==> src/rtl/albacore_pkg.sv <==
// Shared definitions for the albacore memory arbiter slice.
//   ALB_DW / ALB_AW : default data / address widths of the memory port
//   PORT_CPU / PORT_AUX : requester ids (core = 0, stream engine / bus master = 1)
//   arb_state_e : arbiter ownership state
//   rd_slot_t   : one stage of the in-flight read tracking pipe
package albacore_pkg;

  localparam int ALB_DW = 16;
  localparam int ALB_AW = 16;

  localparam logic PORT_CPU = 1'b0;
  localparam logic PORT_AUX = 1'b1;

  typedef enum logic [1:0] {
    ARB   = 2'd0,
    LOCK0 = 2'd1,
    LOCK1 = 2'd2
  } arb_state_e;

  typedef struct packed {
    logic valid;
    logic id;
  } rd_slot_t;

endpackage

==> src/rtl/albacore_rd_tracker.sv <==
// In-flight read tracker: a MEM_LAT+1 deep shift pipe of {valid, port id}.
// A read pushed at the accepting edge reaches the last stage exactly in the
// cycle where the memory presents its data.
//   clk, rst_n   : clock, async active-low reset (clears all in-flight reads)
//   push_i       : a read command is accepted at this edge
//   push_id_i    : port that issued the read
//   rvalid0_o/1_o: read data for port 0 / port 1 is on mem_din this cycle
module albacore_rd_tracker
  import albacore_pkg::*;
#(
  parameter int MEM_LAT = 1
) (
  input  logic clk,
  input  logic rst_n,
  input  logic push_i,
  input  logic push_id_i,
  output logic rvalid0_o,
  output logic rvalid1_o
);

  localparam int unsigned DEPTH = unsigned'(MEM_LAT + 1);

  rd_slot_t pipe_q [DEPTH];

  always_ff @(posedge clk or negedge rst_n) begin
    if (!rst_n) begin
      for (int unsigned i = 0; i < DEPTH; i++) begin
        pipe_q[i] <= '0;
      end
    end else begin
      pipe_q[0] <= '{valid: push_i, id: push_id_i};
      for (int unsigned i = 1; i < DEPTH; i++) begin
        pipe_q[i] <= pipe_q[i-1];
      end
    end
  end

  assign rvalid0_o = pipe_q[MEM_LAT].valid && (pipe_q[MEM_LAT].id == PORT_CPU);
  assign rvalid1_o = pipe_q[MEM_LAT].valid && (pipe_q[MEM_LAT].id == PORT_AUX);

endmodule

==> src/rtl/albacore_mem_arbiter.sv <==
// Two-port round-robin arbiter for the single albacore memory port, with a
// bounded ownership lock for read-modify-write sequences.
//   clk, rst_n                 : clock, async active-low reset
//   req/lock/we/addr/wdata 0,1 : per-port command (held until granted)
//   gnt0/gnt1                  : combinational grant; accept = req & gnt
//   rvalid/rdata 0,1           : per-port read return strobe and data
//   mem_addr/mem_dout/mem_we   : registered memory command
//   mem_din                    : memory read data (MEM_LAT after mem_addr)
module albacore_mem_arbiter
  import albacore_pkg::*;
#(
  parameter int DW       = ALB_DW,
  parameter int AW       = ALB_AW,
  parameter int MEM_LAT  = 1,
  parameter int MAX_LOCK = 8
) (
  input  logic          clk,
  input  logic          rst_n,
  input  logic          req0,
  input  logic          req1,
  input  logic          lock0,
  input  logic          lock1,
  input  logic          we0,
  input  logic          we1,
  input  logic [AW-1:0] addr0,
  input  logic [AW-1:0] addr1,
  input  logic [DW-1:0] wdata0,
  input  logic [DW-1:0] wdata1,
  output logic          gnt0,
  output logic          gnt1,
  output logic          rvalid0,
  output logic          rvalid1,
  output logic [DW-1:0] rdata0,
  output logic [DW-1:0] rdata1,
  output logic [AW-1:0] mem_addr,
  output logic [DW-1:0] mem_dout,
  output logic          mem_we,
  input  logic [DW-1:0] mem_din
);

  localparam int CW = $clog2(MAX_LOCK + 1);
  localparam logic [CW-1:0] LOCK_MAX = CW'(MAX_LOCK);

  arb_state_e    state_q;
  logic          rr_ptr_q;
  logic [CW-1:0] lock_cnt_q;

  logic          g0, g1;
  logic          acc0, acc1, acc_any, sel_aux, sel_we;
  logic          brk0, brk1;

  logic [AW-1:0] mem_addr_q, mem_addr_d;
  logic [DW-1:0] mem_dout_q, mem_dout_d;
  logic          mem_we_q, mem_we_d;

  // A saturated lock yields to a waiting peer; the peer is granted in that
  // same cycle, which leaves rr_ptr on the peer after the accept.
  assign brk0 = (lock_cnt_q == LOCK_MAX) && req1;
  assign brk1 = (lock_cnt_q == LOCK_MAX) && req0;

  always_comb begin
    g0 = 1'b0;
    g1 = 1'b0;
    case (state_q)
      LOCK0: begin
        if (brk0) g1 = 1'b1;
        else      g0 = req0;
      end
      LOCK1: begin
        if (brk1) g0 = 1'b1;
        else      g1 = req1;
      end
      default: begin
        if (req0 && req1) begin
          // favour the port that was not granted last
          g0 = rr_ptr_q;
          g1 = ~rr_ptr_q;
        end else begin
          g0 = req0;
          g1 = req1;
        end
      end
    endcase
  end

  assign gnt0    = g0 & rst_n;
  assign gnt1    = g1 & rst_n;
  assign acc0    = req0 & gnt0;
  assign acc1    = req1 & gnt1;
  assign acc_any = acc0 | acc1;
  assign sel_aux = acc1;
  assign sel_we  = sel_aux ? we1 : we0;

  always_ff @(posedge clk or negedge rst_n) begin
    if (!rst_n) begin
      state_q    <= ARB;
      rr_ptr_q   <= PORT_CPU;
      lock_cnt_q <= '0;
    end else begin
      if (acc_any) rr_ptr_q <= sel_aux;
      case (state_q)
        ARB: begin
          if (acc0 && lock0) begin
            state_q    <= LOCK0;
            lock_cnt_q <= CW'(1);
          end else if (acc1 && lock1) begin
            state_q    <= LOCK1;
            lock_cnt_q <= CW'(1);
          end
        end
        LOCK0: begin
          if (acc1 || !req0 || (acc0 && !lock0)) begin
            state_q    <= ARB;
            lock_cnt_q <= '0;
          end else if (acc0 && (lock_cnt_q != LOCK_MAX)) begin
            lock_cnt_q <= lock_cnt_q + CW'(1);
          end
        end
        LOCK1: begin
          if (acc0 || !req1 || (acc1 && !lock1)) begin
            state_q    <= ARB;
            lock_cnt_q <= '0;
          end else if (acc1 && (lock_cnt_q != LOCK_MAX)) begin
            lock_cnt_q <= lock_cnt_q + CW'(1);
          end
        end
        default: begin
          state_q    <= ARB;
          lock_cnt_q <= '0;
        end
      endcase
    end
  end

  always_comb begin
    mem_addr_d = mem_addr_q;
    mem_dout_d = mem_dout_q;
    mem_we_d   = acc_any & sel_we;
    if (acc_any) begin
      mem_addr_d = sel_aux ? addr1 : addr0;
      mem_dout_d = sel_aux ? wdata1 : wdata0;
    end
  end

  always_ff @(posedge clk or negedge rst_n) begin
    if (!rst_n) begin
      mem_addr_q <= '0;
      mem_dout_q <= '0;
      mem_we_q   <= 1'b0;
    end else begin
      mem_addr_q <= mem_addr_d;
      mem_dout_q <= mem_dout_d;
      mem_we_q   <= mem_we_d;
    end
  end

  assign mem_addr = mem_addr_q;
  assign mem_dout = mem_dout_q;
  assign mem_we   = mem_we_q;

  albacore_rd_tracker #(
    .MEM_LAT (MEM_LAT)
  ) u_rd_tracker (
    .clk       (clk),
    .rst_n     (rst_n),
    .push_i    (acc_any & ~sel_we),
    .push_id_i (sel_aux),
    .rvalid0_o (rvalid0),
    .rvalid1_o (rvalid1)
  );

  assign rdata0 = rvalid0 ? mem_din : '0;
  assign rdata1 = rvalid1 ? mem_din : '0;

endmodule

==> config.mk <==
export PLATFORM = sky130hd
export DESIGN_NAME = albacore_mem_arbiter
export DESIGN_NICKNAME = d
export VERILOG_FILES = /design/src/rtl/albacore_pkg.sv /design/src/rtl/albacore_rd_tracker.sv /design/src/rtl/albacore_mem_arbiter.sv
export SDC_FILE = /design/constraint.sdc
export NUM_CORES = 1
export LEC_CHECK = 0
export CAP_MARGIN = 20
export CORE_MARGIN = 2
export CORE_UTILIZATION = 40
export CTS_CLUSTER_SIZE = 16
export DETAILED_ROUTE_END_ITERATION = 8
export MAX_ROUTING_LAYER = met4
export PLACE_DENSITY = 0.9
export SLEW_MARGIN = 20
export SYNTH_ARGS = -nofsm -noshare
export SYNTH_HDL_FRONTEND = slang
export SYNTH_SLANG_ARGS = --single-unit
==> constraint.sdc <==
create_clock -name clk -period 7.1 [get_ports clk]
set_input_delay 1.42 -clock clk [delete_from_list [all_inputs] [get_ports clk]]
set_output_delay 1.42 -clock clk [all_outputs]
set_load 0.005 [all_outputs]
---- After elaboration in Yosys (flattened, before gate mapping) ----
Index checks and enable logic that the tools add are counted.
word-level totals
  register bits after elaboration ......... 44
  input bits .............................. 88
  output and inout port bits .............. 69
  word-level logic and storage cells ...... 77
cells by class
  add/subtract/negate cells ............... 1
  equality and inequality tests ........... 9
  mux-type cells .......................... 25
  bitwise logic cells ..................... 10
  reductions and logical operators ........ 22
operators by type and width
  cell                                                                   number
  16-bit 2-to-1 mux                                                      4
  4-bit 2-to-1 mux                                                       6
  4-bit case mux with 3 select lines                                     1
  1-bit logical AND                                                      11
  3-bit != test, second input constant                                   3
  2-bit 2-to-1 mux                                                       4
  1-bit 2-to-1 mux                                                       7
  1-bit AND                                                              6
  2-bit case mux with 3 select lines                                     1
  3-bit AND reduction                                                    2
  4-bit by 1-bit adder with 4-bit output, second input constant          1
  4-bit equality test, second input constant                             1
  1-bit logical NOT                                                      4
  1-bit logical OR                                                       4
  2-bit != test, second input constant                                   2
  4-bit != test, second input constant                                   1
  1-bit case mux with 2 select lines                                     2
  1-bit NOT                                                              3
  2-bit by 1-bit equality test with 1-bit output, second input constant  1
  2-bit equality test, second input constant                             1
  2-bit logical NOT                                                      1
  1-bit OR                                                               1

---- Logic depth before layout (Yosys ltp) ----
Gate-level depths: netlist (run 1).
  depth after elaboration ................. 10
  depth in mapped cells ................... 11
  mapped depth without buffers ............ 9

---- Modules after synthesis ----
Synthesis (run 1) repeated with hierarchy kept, for this count alone.
second synthesis, totals
  cells, all modules ...................... 264
  area total of the unflattened synthesis .. 2,565.0 um^2
modules (own cells, without submodules)
  module                instances  cells an instance  area an instance (um^2)
  albacore_mem_arbiter  1          258                2,448.6
  albacore_rd_tracker   1          6                  116.4

---- Worst setup path before layout (run 1) ----
No wires, ideal clock.
  path type ............................... input port to output port
  start ................................... input req0
  end ..................................... output gnt1
  arrival ................................. 2,734 ps
  path slack .............................. 2,946 ps
  cell stages on the path ................. 7
  buffers on the path ..................... 3
  cell sequence ........................... buf_4 and4b_4 o32ai_4 nor2_4 clkbuf_1 clkbuf_1 inv_1
on the way
  word-level cells in the longest chain between the ends .. 4
  elaborated cells between the ends (all ways) .. 6
RTL lines
  item                                    line                                                    RTL
  from (decl)                             albacore_mem_arbiter.sv:19                              input logic req0,
  1-bit logical AND (on tied branches)    albacore_mem_arbiter.sv:74, albacore_mem_arbiter.sv:59
  1-bit 2-to-1 mux (on tied branches)     albacore_mem_arbiter.sv:74, albacore_mem_arbiter.sv:70
  1-bit case mux with 2 select lines (*)  albacore_mem_arbiter.sv:64                              case (state_q)
  1-bit AND (*)                           albacore_mem_arbiter.sv:87                              assign gnt1 = g1 & rst_n;
  to (decl)                               albacore_mem_arbiter.sv:30                              output logic gnt1,
Every way passes the cells marked *; elsewhere a longest branch is shown, timed or not.

---- Final worst setup path (run 1) ----
  start ................................... input req1
  end ..................................... output gnt0
on the way
  word-level cells in the longest chain between the ends .. 4
  elaborated cells between the ends (all ways) .. 6
RTL lines
  item                                    line                                                    RTL
  from (decl)                             albacore_mem_arbiter.sv:20                              input logic req1,
  1-bit logical AND (on tied branches)    albacore_mem_arbiter.sv:74, albacore_mem_arbiter.sv:58
  1-bit 2-to-1 mux (on tied branches)     albacore_mem_arbiter.sv:74, albacore_mem_arbiter.sv:66
  1-bit case mux with 2 select lines (*)  albacore_mem_arbiter.sv:64
  1-bit AND (*)                           albacore_mem_arbiter.sv:86                              assign gnt0 = g0 & rst_n;
  to (decl)                               albacore_mem_arbiter.sv:29                              output logic gnt0,
Marks and branches as above.

==> flow_metrics.tcl, run 1 <==
set metrics [dict create \
    status "finished, final reports clean" \
    timing.final.ws_setup_ns 2.00 \
    start_util_pct 40.9 \
    seq_area_frac_synth_pct 42.9 \
    cts_setup_buffers 0 \
    final_util_pct 68.5 \
    syn_area_um2 2560 \
    syn-instance-count 265 \
    cellPowerDensity_nw_per_um2 312 \
    hold_viol 0 \
    worst_pin_slew_ns 0.839 \
    syn_to_final_growth_pct 67.7 \
    grt_pass1_vias 2531 \
    r2r_start "state_q[1]" \
    synthesis.nets 359 \
    p_leak_nw 1.98 \
    route.detailed.drc 0 \
    min_path_cells 0 \
    die_w_um 84.1 \
    reg2reg_to "lock_cnt_q[2]" \
    finalInstanceArea_um2 4300 \
    cts-hold-fix-buffers 0 \
    core_um2 6280 \
    dp_slack_ns 2.02 \
    drive_gt1_share_pct 5.30 \
    placed_cell_area_um2 4170 \
    port_buffers 156 \
    cts_buffer_depth 2 \
    clock-sinks 44 \
    n_antenna_cell 0 \
    fmax_mhz 196 \
    htree_levels 2 \
    wl_per_cell_um 15.6 \
    cts_buffers 5 \
    min_to "u_rd_tracker.pipe_q[0]" \
    cp-start-kind "input port" \
    clock-skew-final_ns 0.00612 \
    dpl.cell_count 485 \
    place_congestion 0.892 \
    finalSetupViolCount 0 \
    chipHeight_um 84.1 \
    cp.arrival_ns 3.68 \
    antenna_found_initial 0 \
    cap_violations 0 \
    gr-total-overflow 0 \
    cts_tree "built" \
    rsz0062_at_grt "false" \
    drt_first_pass_iters 5 \
    crit_fanout 37 \
    root_buffer "clkbuf_8" \
    synth-seq-cells 44 \
    syn_area_per_cell_um2 9.68 \
    clk_pin_slew_worst_paths_ns 0.07 \
    critPathRequiredTime_ns 5.68 \
    die-area_um2 7070 \
    relSlewSlack_pct 43.9 \
    yosysTopAreaCellShare_pct 42.9 \
    hpwlAfterDp_um 5730 \
    grt_first_pass_wirelength_um 12200 \
    synth_largest_area_cell "dfrtp_1" \
    fp-row-count 29 \
    reg2reg_depth 10 \
    insertion_delay_ns 0.29 \
    hold_class "reg2reg" \
    min_period_over_period_pct 71.9 \
    end_kind "primary output" \
    wl_um 7690 \
    setup_tns_ns 0 \
    grt_max_degree 71 \
    ios 157 \
    ff2ff_setup_slack_ns 4.06 \
    ir_drop_v 0.000166 \
    nets 509 \
    fin_crit_ns 5.10 \
    maxSlewViolCount 0 \
    vias_per_cell 5.10 \
    layoutNonFillerInstCount 492 \
    vias 2511 \
    antenna_left 0 \
    cts_resized 0 \
    path_class "in2out" \
    num-fill-cells 455 \
    yosysWarnings 0 \
    gr-usage-all-layers_pct 21.9 \
    yosys-top-cells-area "dfrtp_1 43%, mux2i_1 13%, a21oi_1 6.4%, nor2_1 5.0%, and2_1 4.6%" \
    synth_cell_types 42 \
    hold_path.startpoint "u_rd_tracker.pipe_q[2]" \
    drt_iter0_drc 142 \
]
[through the flow]
stage	total power, mW	hold WS [ns]
finish	1.34	0.355
global route	1.42	0.358
CTS	1.35	0.356
detailed placement	1.12	0.339
global placement	1.10	0.331
floorplan	0.760	0.331
[cells by family (layout without fill, tap and decap cells)]
| logic type | after synthesis | in the layout | synth area share, % |
|---|---|---|---|
| DFF | 44 | 44 | 42.9 |
| AOI/OAI and AO/OA | 54 | 54 | 15.5 |
| adders and majority gates | 6 | 6 | 2.93 |
| buffers and inverters | 26 | 176 | 4.44 |
| and+or+nand+nor | 102 | 102 | 21.4 |
| muxes | 33 | 33 | 12.9 |
[cell usage in the layout, fill, tap and decap left out, drive strengths merged, types with 2 or more instances in the layout]
| master | count |
|---|---|
| ha | 6 |
| nor3 | 4 |
| and3 | 18 |
| nor2 | 35 |
| a211oi | 3 |
| clkdlybuf4s50 | 155 |
| mux2i | 33 |
| a21oi | 34 |
| clkbuf | 5 |
| inv | 10 |
| nand2 | 10 |
| a22o | 2 |
| buf | 4 |
| and2 | 19 |
| nor2b | 4 |
| bufinv | 2 |
| o21ai | 2 |
| nand3 | 4 |
| dfrtp | 44 |
| a211o | 2 |
| nand4 | 3 |
[registers in the layout, summed over array words and instances (netlist names)]
| name | flops |
|---|---|
| lock_cnt_q | 4 |
| mem_addr | 16 |
| mem_dout | 16 |
| mem_we | 1 |
| rr_ptr_q | 1 |
| state_q | 2 |
| u_rd_tracker.pipe_q | 4 |
[synth_stat cells (all sizes together)]
| cell | number |
|---|---|
| nand3 | 4 |
| a211o | 2 |
| dfrtp | 44 |
| nand2b | 1 |
| and3 | 18 |
| nor2 | 35 |
| a32o | 1 |
| and4b | 1 |
| nand3b | 1 |
| and3b | 1 |
| nor2b | 4 |
| a21oi | 34 |
| a41oi | 1 |
| a21o | 1 |
| a311o | 1 |
| ha | 6 |
| nand2 | 10 |
| inv | 10 |
| o21bai | 1 |
| o221ai | 1 |
| o31ai | 1 |
| a22o | 2 |
| o22ai | 1 |
| nand4 | 3 |
| a211oi | 3 |
| and2 | 19 |
| a31oi | 1 |
| nor4 | 1 |
| clkbuf | 11 |
| nor3 | 4 |
| mux2i | 33 |
| o32ai | 1 |
| buf | 5 |
| o2111a | 1 |
| o21ai | 2 |
[layer usage]
layer	global-route usage [%]	vias up	share of wire [%]	routed length, µm
li1	-	1230	-	-
met3	3.96	8	6.6	504
met4	5.28	0	0.79	61
met5	-	-	0	0
met1	26.3	1156	42	3220
met2	38.0	117	51	3900
[worst max-delay path: stages]
cell and delay, ns:
clkdlybuf4s50_1 0.60, nor2b_1 0.25, nor3_2 0.10, a211oi_4 0.15, buf_4 0.54, inv_1 0.13
clkdlybuf4s50_1 0.48
[worst max path at each step]
| stage | from | to | cells after the start |
|---|---|---|---|
| 2_1_floorplan | req0 | gnt1 | 7 |
| 3_3_place_gp | req1 | gnt0 | 7 |
| 3_5_place_dp | req1 | gnt0 | 7 |
| 4_1_cts | req1 | gnt0 | 7 |
| 5_1_grt | req1 | gnt0 | 7 |
| 6_report | req1 | gnt0 | 7 |
[where the power goes]
part	switching, mW	internal [mW]
Clock	0.0809	0.138
Sequential	0.0855	0.363
Combinational	0.282	0.392
Total	0.448	0.893
[cell type report]
cell class | count | area, µm² | area share [%]
sequential | 44 | 1100 | 25.6
clock inverter | 2 | 60.1 | 1.40
tap | 77 | 96.3 | 2.24
inverter | 10 | 37.5 | 0.873
timing repair buffer | 159 | 1580 | 36.7
clock buffer | 5 | 68.8 | 1.60
multi-input combinational | 195 | 1360 | 31.6
Note: power is estimated with default switching activity, not from simulation.
==> run 2, diff against run 1 <==
- CORE_UTILIZATION: 40 -> 38
- PLACE_DENSITY: 0.9 -> 0.86
- clock period: 7.1 -> 4.8 ns (I/O delays scaled with it)
==> flow_metrics.tcl, run 2 (synthesized netlist as in run 1, its figures left out) <==
set metrics [dict create \
    vias_per_cell 5.09 \
    hold_path.startpoint "u_rd_tracker.pipe_q[2]" \
    fp-row-count 29 \
    rsz0062_at_grt "false" \
    root_buffer "clkbuf_8" \
    worst_pin_slew_ns 0.858 \
    status "finished, final reports clean" \
    nets 509 \
    ff2ff_setup_slack_ns 1.75 \
    p_sw_mw 0.661 \
    min_period_over_period_pct 77.7 \
    worst_path_largest_cell_delay_ns 0.57 \
    cts-hold-fix-buffers 0 \
    setup_tns_ns 0 \
    r2r_start "state_q[0]" \
    fin_crit_ns 3.73 \
    cellPowerDensity_nw_per_um2 441 \
    chipHeight_um 86.2 \
    cts_buffers 5 \
    final_common_cell "clkdlybuf4s50_1" \
    maxSlewViolCount 0 \
    cp.arrival_ns 2.77 \
    path_class "in2out" \
    cts_setup_buffers 0 \
    finalSetupViolCount 0 \
    insertion_delay_ns 0.30 \
    drive_gt1_share_pct 5.53 \
    dp_slack_ns 0.992 \
    ir_drop_v 0.000273 \
    grt_max_degree 71 \
    port_buffers 156 \
    min_to "u_rd_tracker.pipe_q[0]" \
    clock-sinks 44 \
    die_w_um 86.2 \
    p_leak_nw 1.96 \
    antenna_found_initial 0 \
    hpwlAfterDp_um 5670 \
    ios 157 \
    gr-usage-all-layers_pct 20.5 \
    start_util_pct 39.9 \
    cts_resized 0 \
    p_sw_share_pct 35.2 \
    place_congestion 0.810 \
    clock-skew-final_ns 0.0129 \
    cap_violations 0 \
    die-area_um2 7420 \
    relSlewSlack_pct 42.7 \
    timing.final.ws_setup_ns 1.07 \
    holdWs_ns 0.368 \
    hold_class "reg2reg" \
    vias 2508 \
    layout_common_cells "155 x clkdlybuf4s50_1, 44 x dfrtp_1, 34 x nor2_1, 33 x mux2i_1, 33 x a21oi_1" \
    core_um2 6420 \
    crit_fanout 8 \
    grt_pass1_vias 2487 \
    reg2reg_to "lock_cnt_q[2]" \
    critPathTopFamily "buffers and inverters" \
    finalInstanceArea_um2 4260 \
    pwr-share-comb_pct 52.2 \
    n_antenna_cell 0 \
    cp_cell_sequence "clkdlybuf4s50_1, and4b_4, o32ai_4, nor2_4, inv_1, clkdlybuf4s50_1" \
    gr-total-overflow 0 \
    cts_buffer_depth 2 \
    min_path_cells 0 \
    route.detailed.drc 0 \
    grt_first_pass_wirelength_um 11700 \
    fmax_mhz 268 \
    critPathBufInv 3 \
    critPathRequiredTime_ns 3.84 \
    clockPowerShare_pct 12.6 \
    num-fill-cells 530 \
    slowest_stage "clkdlybuf4s50_1" \
    internal_power_mw 1.22 \
    syn_to_final_growth_pct 66.1 \
    cp-start-kind "input port" \
    end_kind "primary output" \
    clk_pin_slew_worst_paths_ns 0.09 \
    placed_cell_area_um2 4170 \
    cts_tree "built" \
    hold_viol 0 \
    antenna_left 0 \
    drt_first_pass_iters 4 \
    drt_iter0_drc 152 \
    seqPwrFrac_pct 35.1 \
    cp_common_cell "clkdlybuf4s50_1" \
    htree_levels 2 \
    wl_per_cell_um 14.7 \
    wl_um 7260 \
    reg2reg_depth 9 \
]
## run 2: changes by cell type in the layout (fill, tap and decap cells not counted)
| cell | before | now |
|---|---|---|
| bufinv_16 | 2 | 0 |
| clkinv_2 | 0 | 1 |
| clkinvlp_4 | 0 | 1 |
| inv_6 | 0 | 1 |
## run 2: power groups by stage
stage	Clock (mW)	Sequential, mW	Combinational [mW]
6_report	0.237	0.660	0.982
5_1_grt	0.254	0.687	1.08
4_1_cts	0.245	0.663	0.994
3_5_place_dp	0	0.663	0.993
3_3_place_gp	0	0.661	0.965
2_1_floorplan	0	0.644	0.479
## run 2: metrics by stage
stage | std cells | power (mW) | utilization, %
3_5_place_dp | 485 | 1.66 | 65.0
4_1_cts | 493 | 1.90 | 66.4
5_1_grt | 493 | 2.02 | 66.4
2_1_floorplan | 265 | 1.12 | -
3_3_place_gp | 485 | 1.63 | 65.0
6_report | 493 | 1.88 | 66.4
## run 2: how the worst max path moves through the flow
stage / endpoint / slack [ns] / start / cells past startpoint
after floorplan: gnt1 / 1.57 / req0 / 7
after global placement: lock_cnt_q[2] / 1.06 / req0 / 9
after detailed placement: lock_cnt_q[2] / 0.99 / req0 / 9
after CTS: gnt1 / 1.07 / req0 / 6
after global routing: gnt1 / 0.97 / req0 / 6
final: gnt1 / 1.07 / req0 / 6
## run 2: routing by layer
metal	GRT usage [%]	part of all wire (%)
met1	24.6	41
met2	34.2	49
met3	5.10	8.4
met4	5.92	1.2
met5	-	0
## run 2: cell type report
type | instances | area, µm² | area share, %
Timing Repair Buffer | 159 | 1580 | 37.1
Multi-Input combinational cell | 195 | 1360 | 31.9
Sequential cell | 44 | 1100 | 25.8
Tap cell | 77 | 96.3 | 2.26
Clock buffer | 5 | 68.8 | 1.61
Inverter | 10 | 37.5 | 0.881
Clock inverter | 3 | 21.3 | 0.499
## run 2: worst reg2reg max path, delay by kind of cell, from the launching register on
kind                       cells  cell delay [ns]
DFF                            1             0.43
adders and majority gates      1             0.42
AOI/OAI and AO/OA              3             0.90
and+or+nand+nor                3             0.59
buffers and inverters          2             0.59
